===== src/rtl/fetch_pkg.sv =====
// rtl/fetch_pkg.sv - shared types and constants for the instruction fetch stage
package fetch_pkg;

  localparam int XLEN    = 32;
  localparam int INSTR_W = 32;

  localparam logic [XLEN-1:0] PC_STEP = 32'd4;

  typedef struct packed {
    logic [XLEN-1:0]    pc;
    logic [INSTR_W-1:0] instr;
  } fetch_entry_t;

  // Clear the byte offset of a PC; every bit of the input participates.
  function automatic logic [XLEN-1:0] align_pc(input logic [XLEN-1:0] pc);
    return pc & ~32'h3;
  endfunction

endpackage


===== src/rtl/fetch_fifo.sv =====
// rtl/fetch_fifo.sv - prefetch buffer holding {pc, instr} pairs, flush beats push
module fetch_fifo
  import fetch_pkg::*;
#(
  parameter int DEPTH = 2
) (
  input  logic                       clk,
  input  logic                       reset,
  input  logic                       push,
  input  fetch_entry_t               push_data,
  input  logic                       pop,
  input  logic                       flush,
  output fetch_entry_t               head,
  output logic [$clog2(DEPTH+1)-1:0] count,
  output logic                       empty,
  output logic                       full
);

  localparam int AW = $clog2(DEPTH);
  localparam int CW = $clog2(DEPTH + 1);

  logic [AW-1:0] wr_ptr_q, wr_ptr_d;
  logic [AW-1:0] rd_ptr_q, rd_ptr_d;
  logic [CW-1:0] count_q, count_d;
  fetch_entry_t  mem_q [DEPTH];

  // Pointer and occupancy update; DEPTH is a power of two so pointers wrap naturally.
  always_comb begin
    wr_ptr_d = wr_ptr_q;
    rd_ptr_d = rd_ptr_q;
    count_d  = count_q;
    if (flush) begin
      wr_ptr_d = '0;
      rd_ptr_d = '0;
      count_d  = '0;
    end else begin
      if (push) wr_ptr_d = wr_ptr_q + AW'(1);
      if (pop)  rd_ptr_d = rd_ptr_q + AW'(1);
      count_d = count_q + CW'(push) - CW'(pop);
    end
  end

  // Control state register.
  always_ff @(posedge clk or negedge reset) begin
    if (!reset) begin
      wr_ptr_q <= '0;
      rd_ptr_q <= '0;
      count_q  <= '0;
    end else begin
      wr_ptr_q <= wr_ptr_d;
      rd_ptr_q <= rd_ptr_d;
      count_q  <= count_d;
    end
  end

  // Entry storage; contents are only observed while count is non-zero.
  always_ff @(posedge clk) begin
    if (push && !flush) mem_q[wr_ptr_q] <= push_data;
  end

  assign head  = mem_q[rd_ptr_q];
  assign count = count_q;
  assign empty = (count_q == '0);
  assign full  = (count_q == CW'(DEPTH));

endmodule


===== src/rtl/fetch_unit.sv =====
// rtl/fetch_unit.sv - sequential PC generation, pipelined imem requests, prefetch buffer, redirect
module fetch_unit
  import fetch_pkg::*;
#(
  parameter logic [31:0] RESET_PC        = 32'h0000_0000,
  parameter int          FIFO_DEPTH      = 2,
  parameter int          MAX_OUTSTANDING = 2
) (
  input  logic        clk,
  input  logic        reset,
  output logic        imem_req_valid,
  input  logic        imem_req_ready,
  output logic [31:0] imem_req_addr,
  input  logic        imem_rsp_valid,
  input  logic [31:0] imem_rsp_data,
  input  logic        branch_taken,
  input  logic [31:0] branch_target,
  output logic        instr_valid,
  input  logic        instr_ready,
  output logic [31:0] instr,
  output logic [31:0] instr_pc
);

  localparam int CW  = $clog2(MAX_OUTSTANDING + 1);
  localparam int FCW = $clog2(FIFO_DEPTH + 1);

  logic [31:0]  fetch_pc_q, fetch_pc_d;
  logic [31:0]  rsp_pc_q, rsp_pc_d;
  logic [CW-1:0] out_q, out_d;
  logic [CW-1:0] drop_q, drop_d;

  logic          req_fire;
  logic          rsp_keep;
  logic          fifo_push;
  logic          fifo_pop;
  logic          fifo_empty;
  logic          fifo_full;
  logic [FCW-1:0] fifo_count;
  fetch_entry_t  fifo_head;
  fetch_entry_t  fifo_in;

  // Issue only when a FIFO slot is reserved for every request in flight; the
  // reset term keeps the request low while the async reset is held.
  always_comb begin
    imem_req_valid = reset && !branch_taken
                  && (32'(out_q) < 32'(MAX_OUTSTANDING))
                  && ((32'(out_q) + 32'(fifo_count)) < 32'(FIFO_DEPTH));
    imem_req_addr  = fetch_pc_q;
    req_fire       = imem_req_valid && imem_req_ready;
    rsp_keep       = imem_rsp_valid && (drop_q == '0) && !branch_taken;
    fifo_push      = rsp_keep && (!fifo_full || fifo_pop);
    fifo_pop       = !fifo_empty && instr_ready && !branch_taken;
    fifo_in.pc     = rsp_pc_q;
    fifo_in.instr  = imem_rsp_data;
  end

  // Next-state for PCs and the in-flight / to-be-dropped counters; a redirect
  // overrides everything and converts all surviving in-flight requests to drops.
  always_comb begin
    fetch_pc_d = fetch_pc_q;
    rsp_pc_d   = rsp_pc_q;
    out_d      = out_q + CW'(req_fire) - CW'(imem_rsp_valid);
    drop_d     = drop_q;
    if (branch_taken) begin
      fetch_pc_d = align_pc(branch_target);
      rsp_pc_d   = align_pc(branch_target);
      drop_d     = out_q - CW'(imem_rsp_valid);
    end else begin
      if (req_fire)                          fetch_pc_d = fetch_pc_q + PC_STEP;
      if (rsp_keep)                          rsp_pc_d   = rsp_pc_q + PC_STEP;
      if (imem_rsp_valid && drop_q != '0)    drop_d     = drop_q - CW'(1);
    end
  end

  // Fetch state register.
  always_ff @(posedge clk or negedge reset) begin
    if (!reset) begin
      fetch_pc_q <= RESET_PC;
      rsp_pc_q   <= RESET_PC;
      out_q      <= '0;
      drop_q     <= '0;
    end else begin
      fetch_pc_q <= fetch_pc_d;
      rsp_pc_q   <= rsp_pc_d;
      out_q      <= out_d;
      drop_q     <= drop_d;
    end
  end

  fetch_fifo #(
    .DEPTH(FIFO_DEPTH)
  ) u_fifo (
    .clk      (clk),
    .reset    (reset),
    .push     (fifo_push),
    .push_data(fifo_in),
    .pop      (fifo_pop),
    .flush    (branch_taken),
    .head     (fifo_head),
    .count    (fifo_count),
    .empty    (fifo_empty),
    .full     (fifo_full)
  );

  // Decode-facing outputs; payload is forced to zero while nothing is buffered.
  always_comb begin
    instr_valid = !fifo_empty;
    instr       = fifo_empty ? '0 : fifo_head.instr;
    instr_pc    = fifo_empty ? '0 : fifo_head.pc;
  end

endmodule


===== config.mk =====
export PLATFORM = sky130hd
export DESIGN_NAME = fetch_unit
export DESIGN_NICKNAME = d
export VERILOG_FILES = /design/src/rtl/fetch_pkg.sv /design/src/rtl/fetch_fifo.sv /design/src/rtl/fetch_unit.sv
export SDC_FILE = /design/constraint.sdc
export NUM_CORES = 1
export LEC_CHECK = 0
export ABC_AREA = 1
export CORE_MARGIN = 2
export CORE_UTILIZATION = 48
export DETAILED_ROUTE_END_ITERATION = 16
export GPL_ROUTABILITY_DRIVEN = 0
export PLACE_DENSITY = 0.79
export SLEW_MARGIN = 40
export SYNTH_ARGS = -nofsm -noshare
export SYNTH_HDL_FRONTEND = slang
export SYNTH_SLANG_ARGS = --single-unit
export TNS_END_PERCENT = 10

===== constraint.sdc =====
create_clock -name clk -period 5.86 [get_ports clk]
set_input_delay 1.172 -clock clk [delete_from_list [all_inputs] [get_ports clk]]
set_output_delay 1.172 -clock clk [all_outputs]
set_load 0.005 [all_outputs]

Word-level counts from Yosys, hierarchy flattened

Memories as Yosys holds them, arrays and structs flattened.
Index checks and enable logic that the tools add are counted.

Add/sub/neg operators: 11
$lt $le $gt $ge: 2
Equal/unequal tests: 1
Mux-type cells: 15
Reduce and logical (&&, ||, !) cells: 23

Operators with widths:

| kind                                               | number |
|---|---|
| 2-to-1 mux 32 bit                                  | 6 |
| adder 32 x 3 -> 32 bit, second input constant      | 2 |
| nonzero test 2 bit                                 | 6 |
| logical AND 1 bit                                  | 11 |
| 2-to-1 mux 1 bit                                   | 6 |
| 2-to-1 mux 2 bit                                   | 3 |
| subtractor 2 x 1 -> 2 bit                          | 3 |
| adder 2 x 1 -> 2 bit                               | 2 |
| logical NOT 2 bit                                  | 2 |
| adder 2 x 2 -> 3 bit                               | 1 |
| logical NOT 1 bit                                  | 3 |
| < comparator 3 x 2 -> 1 bit, second input constant | 1 |
| adder 1 bit, second input constant                 | 2 |
| equality test 2 bit, second input constant         | 1 |
| < comparator 2 bit, second input constant          | 1 |
| subtractor 2 x 1 -> 2 bit, second input constant   | 1 |
| logical OR 1 bit                                   | 1 |

Register bits after elaboration: 72
Bits in writable memories: 128
Memories: 1

Memory list:

| memory       | depth | width | read ports | clocked after memory_dff | wr ports | line             | source |
|---|---|---|---|---|---|---|---|
| u_fifo.mem_q | 2     | 64    | 1          | 0                        | 1        | fetch_fifo.sv:25 | `fetch_entry_t mem_q [DEPTH];` |

Longest topological paths before layout

Depth in word-level cells: 9
Gate-level depth with buffers: 12

Cells and area by module

Synthesis repeated with hierarchy kept, for this count alone.

Cell total of the unflattened synthesis: 1057
Area total of the unflattened synthesis: 10030.9 um2

By module, submodules not included:

| module     | instances | cells each | area an instance (um2) | sequential area each (um2) |
|---|---|---|---|---|
| fetch_unit | 1         | 829        | 5037.3                 | 1601.5 |
| fetch_fifo | 1         | 228        | 4993.5                 | 3943.8 |

Worst setup path before layout

Ideal clock, no wire load.

Path kind: input to register
Start point: input branch_taken
End point: memory u_fifo.mem_q[0][0] (netlist bit), enable pin
Setup time: 482 ps
Data arrival time: 4362 ps
Path slack: 1015 ps
Stages: 5
Path buffers: 2
Cells stage by stage: buf_2 -> nor2_1 -> buf_2 -> o21ai_1 -> nor2_1

Word-level cells in the longest chain between the ends: 7
Elaborated cells on any way between the ends: 8

Ends and longest elaborated chain:

| element                                    | line                                                 | source |
|---|---|---|
| start, declared                            | fetch_unit.sv:16                                     | `input logic branch_taken,` |
| logical NOT 1 bit (*)                      | fetch_fifo.sv:58, fetch_unit.sv:50, fetch_unit.sv:52 |  |
| logical AND 1 bit                          | fetch_unit.sv:52                                     | `fifo_pop = !fifo_empty && instr_ready && !branch_taken;` |
| logical OR 1 bit                           | fetch_unit.sv:51                                     | `fifo_push = rsp_keep && (!fifo_full \|\| fifo_pop);` |
| logical AND 1 bit                          | fetch_unit.sv:51                                     |  |
| logical AND 1 bit (*)                      | fetch_fifo.sv:58                                     | `if (push && !flush) mem_q[wr_ptr_q] <= push_data;` |
| 2-to-1 mux 1 bit (*)                       | fetch_fifo.sv:58                                     |  |
| 2-to-1 mux 1 bit (implied by the code) (*) | fetch_fifo.sv:58                                     |  |
| end, declared                              | fetch_fifo.sv:25                                     |  |

Mark *: on every way between the ends. The rest lies on a longest branch, timed or not.

Worst setup path after layout

Start point: input branch_taken
End point: output imem_req_valid

Word-level cells in the longest chain between the ends: 4

Ends and longest elaborated chain:

| element           | line             | source |
|---|---|---|
| logical NOT 1 bit | fetch_unit.sv:45 | `imem_req_valid = reset && !branch_taken` |
| logical AND 1 bit | fetch_unit.sv:45 |  |
| logical AND 1 bit | fetch_unit.sv:46 | `&& (32'(out_q) < 32'(MAX_OUTSTANDING))` |
| logical AND 1 bit | fetch_unit.sv:47 | `&& ((32'(out_q) + 32'(fifo_count)) < 32'(FIFO_DEPTH));` |
| end, declared     | fetch_unit.sv:11 | `output logic imem_req_valid,` |

No other way between the ends.

==> metrics.csv <==
metric,value,unit
largest family of logic cells by synthesized area,simple AND/OR/NAND/NOR gates,
Inst Count DP,1389,
Worst R2R Setup Slack,3.08,ns
Layout area overhead,27.6,%
CP peak stage delay,0.46,ns
final std cells w/o fill,1421,
port bufs,161,
final hold violations,0,
most area-hungry cell type in the Yosys netlist,edfxtp_1,
Compound-Gate Fraction of Synth Area,8.09,%
crit path launch,branch_taken,
Slew HR,49.5,%
critical path's most frequent cell,clkdlybuf4s50_1,
WL/cell,16.2,µm
total number of vias,7627,
Top-Level Pins,168,
Worst VDD drop,0.231,mV
simple-gate share of the synthesized area,24.0,%
crit path to,imem_req_valid,
LEAKAGE,4.70,nW
Routed Antenna Nets,0,
vias in the first global route,7215,
hold buffer count at CTS,0,
CP max-delay cell,clkdlybuf4s50_1,
Setup Viol. Count Final,0,
synthesized area,9200,µm²
CTS resizes,0,
layout cells sized above 1,5.22,%
critical path startpoint category,primary input,
Iter 0 DRT Violations,557,
Clock Sinks,192,
Pwr per Cell Area,356,nW/µm²
sequential element share of the synthesized area,58.9,%
CTS HTree Levels,4,
largest net degree at the start of global routing,65,
Worst Path Max Fanout,38,
r2r endpoint,u_fifo.mem_q[0][49],
CTS Root Cell,clkbuf_16,
postcts setup bufs,0,
Initial Util,49.0,%
Hold Path Class,reg -> reg,
critical-path cell list,clkdlybuf4s50_1 > buf_4 > clkinv_2 > nand2_1 > nor3b_4 > clkdlybuf4s50_1,
WL final,23000,µm
first-pass iteration count of the detailed router,5,
drt via density,5.37,
GR Util met1,30.4,%
"count leader, synth",nand2_1,
Final Util,62.6,%
design area,11700,µm²
Syn Area/Cell,9.02,µm²
"top cells by area, synth","edfxtp_1 40%, dfrtp_1 18%, nand2_1 14%, nand3_1 4.0%, a21oi_1 4.0%",
gr usage total,22.8,%
met3 Track Usage GR,5.42,%
"Slew Viols, Final",0,
DRC viols,0,
status,"finished, final reports clean",
Post-DP Area,11000,µm²
Clock Latency Late Sink,0.43,ns
initial antenna violation count,0,
RR Startpoint,drop_q[0],
Least-Margin Pin Slew,0.755,ns
fin crit share,74.4,%
Die Span X,142,µm
first-pass GRT wire length,36100,µm
WS Path Type,in -> out,
n_diodes,0,
Synth top area share,40.5,%
GRT Max-Usage Layer,met2,
"EDFF count, synth",124,
Nets,1253,
die area,20300,µm²
Cells after Synth,1020,
Synth async-reset ratio,35.4,%
Seq cells post-synth,192,
Post-Synth Adder-Cell Area,1.31,%
Final min period,4.36,ns
Synth Flop Type,edfxtp_1,
crit end category,primary output,
maxcap violations,0,
CTS Buf Count,17,
clk slew on worst S/H paths,0.06,ns
Die H,142,µm
Sum Neg Setup Slack,0,ns
mux cell area share after synthesis,0,%
clock skew,0.00895,ns
fmax,0.229,GHz
yosys synthesis warning count,0,
FF-to-FF path depth,8,
CTS tree,built,
Worst EP required,4.69,ns
hpwl dp,15600,µm
CP arrival,3.19,ns
RSZ-0062 raised after global routing,false,
xor/xnor share of the synthesized area,1.71,%
met2 Use GR,37.1,%
Commonest cells post-synth,"335 x nand2_1, 124 x edfxtp_1, 92 x inv_1, 74 x nand3_1, 73 x a21oi_1",
row count,50,
Synth cell types,39,
core box area,18800,µm²
Congestion Overflow GR,0,
clock tree buffer depth,2,
state kept, by name, summed over array words and instances (netlist names):
| register | cells |
|---|---|
| drop_q | 2 |
| imem_req_addr | 30 |
| out_q | 2 |
| rsp_pc_q | 30 |
| u_fifo.count | 2 |
| u_fifo.mem_q | 124 |
| u_fifo.rd_ptr_q | 1 |
| u_fifo.wr_ptr_q | 1 |
through the flow:
stage	hold WS (ns)	total power [mW]	setup slack, ns
after floorplan	0.464	2.30	1.02
after global placement	0.501	2.77	1.54
after detailed placement	0.514	2.81	1.50
after CTS	0.530	4.20	1.49
after global routing	0.556	4.38	1.37
final	0.538	4.18	1.50
layer usage:
metal,part of all wire [%],up-vias
li1,-,3681
met1,43,3564
met2,46,342
met3,9.0,40
met4,1.8,0
met5,0,-
layout make-up:
| type | instances | area, µm² |
|---|---|---|
| Timing Repair Buffer | 170 | 1670 |
| Tap cell | 234 | 293 |
| Sequential cell | 192 | 5430 |
| Multi-Input combinational cell | 697 | 3270 |
| Clock buffer | 18 | 429 |
| Inverter | 96 | 364 |
| Fill cell | 1514 | 7030 |
| Clock inverter | 14 | 285 |
critical path: cells and delay by family:
kind          cells  cell delay, ns
simple gates      2            0.30
buf+inv           4            1.70
worst min path at each step:
stage | startpoint | endpoint | slack [ns] | cells past startpoint
global placement | rsp_pc_q[31] | u_fifo.mem_q[0][63] | 0.50 | 0
detailed placement | rsp_pc_q[31] | u_fifo.mem_q[1][63] | 0.51 | 0
finish | rsp_pc_q[31] | u_fifo.mem_q[1][63] | 0.54 | 0
floorplan | rsp_pc_q[22] | u_fifo.mem_q[0][54] | 0.46 | 0
global route | rsp_pc_q[31] | u_fifo.mem_q[1][63] | 0.56 | 0
CTS | rsp_pc_q[31] | u_fifo.mem_q[1][63] | 0.53 | 0
report_power, final:
group	switching [mW]	total, mW	internal [mW]
logic	0.536	0.988	0.451
registers	0.173	1.81	1.63
clock network	0.502	1.39	0.888
logic make-up after synthesis:
kind of cell	count (synthesis)
fa+ha+maj	9
simple gates	528
compound gates	138
buf+inv	134
flops	192
xor+xnor	18
other cells	1
layout by cell type, fill, tap and decap left out, types with 2 or more instances in the layout:
cell / n
clkdlybuf4s50_1: 160
inv_2: 2
o221ai_1: 2
o211ai_1: 9
inv_1: 92
or2_2: 2
nand3_1: 74
a21oi_1: 73
clkinv_4: 2
edfxtp_1: 124
buf_4: 9
clkinv_2: 2
bufinv_16: 8
nand2_1: 335
nand2_4: 2
a21o_1: 2
nor2_4: 5
nor3_1: 15
ha_1: 8
nand4_1: 14
xnor2_1: 6
dfrtp_1: 67
o21ai_0: 39
nor2_1: 69
a31oi_1: 4
o21bai_1: 3
o21ai_1: 4
clkbuf_16: 17
nor2_2: 6
nand3b_1: 2
conb_1: 4
xor2_1: 12
No activity file was read; power rests on OpenSTA's default activity.
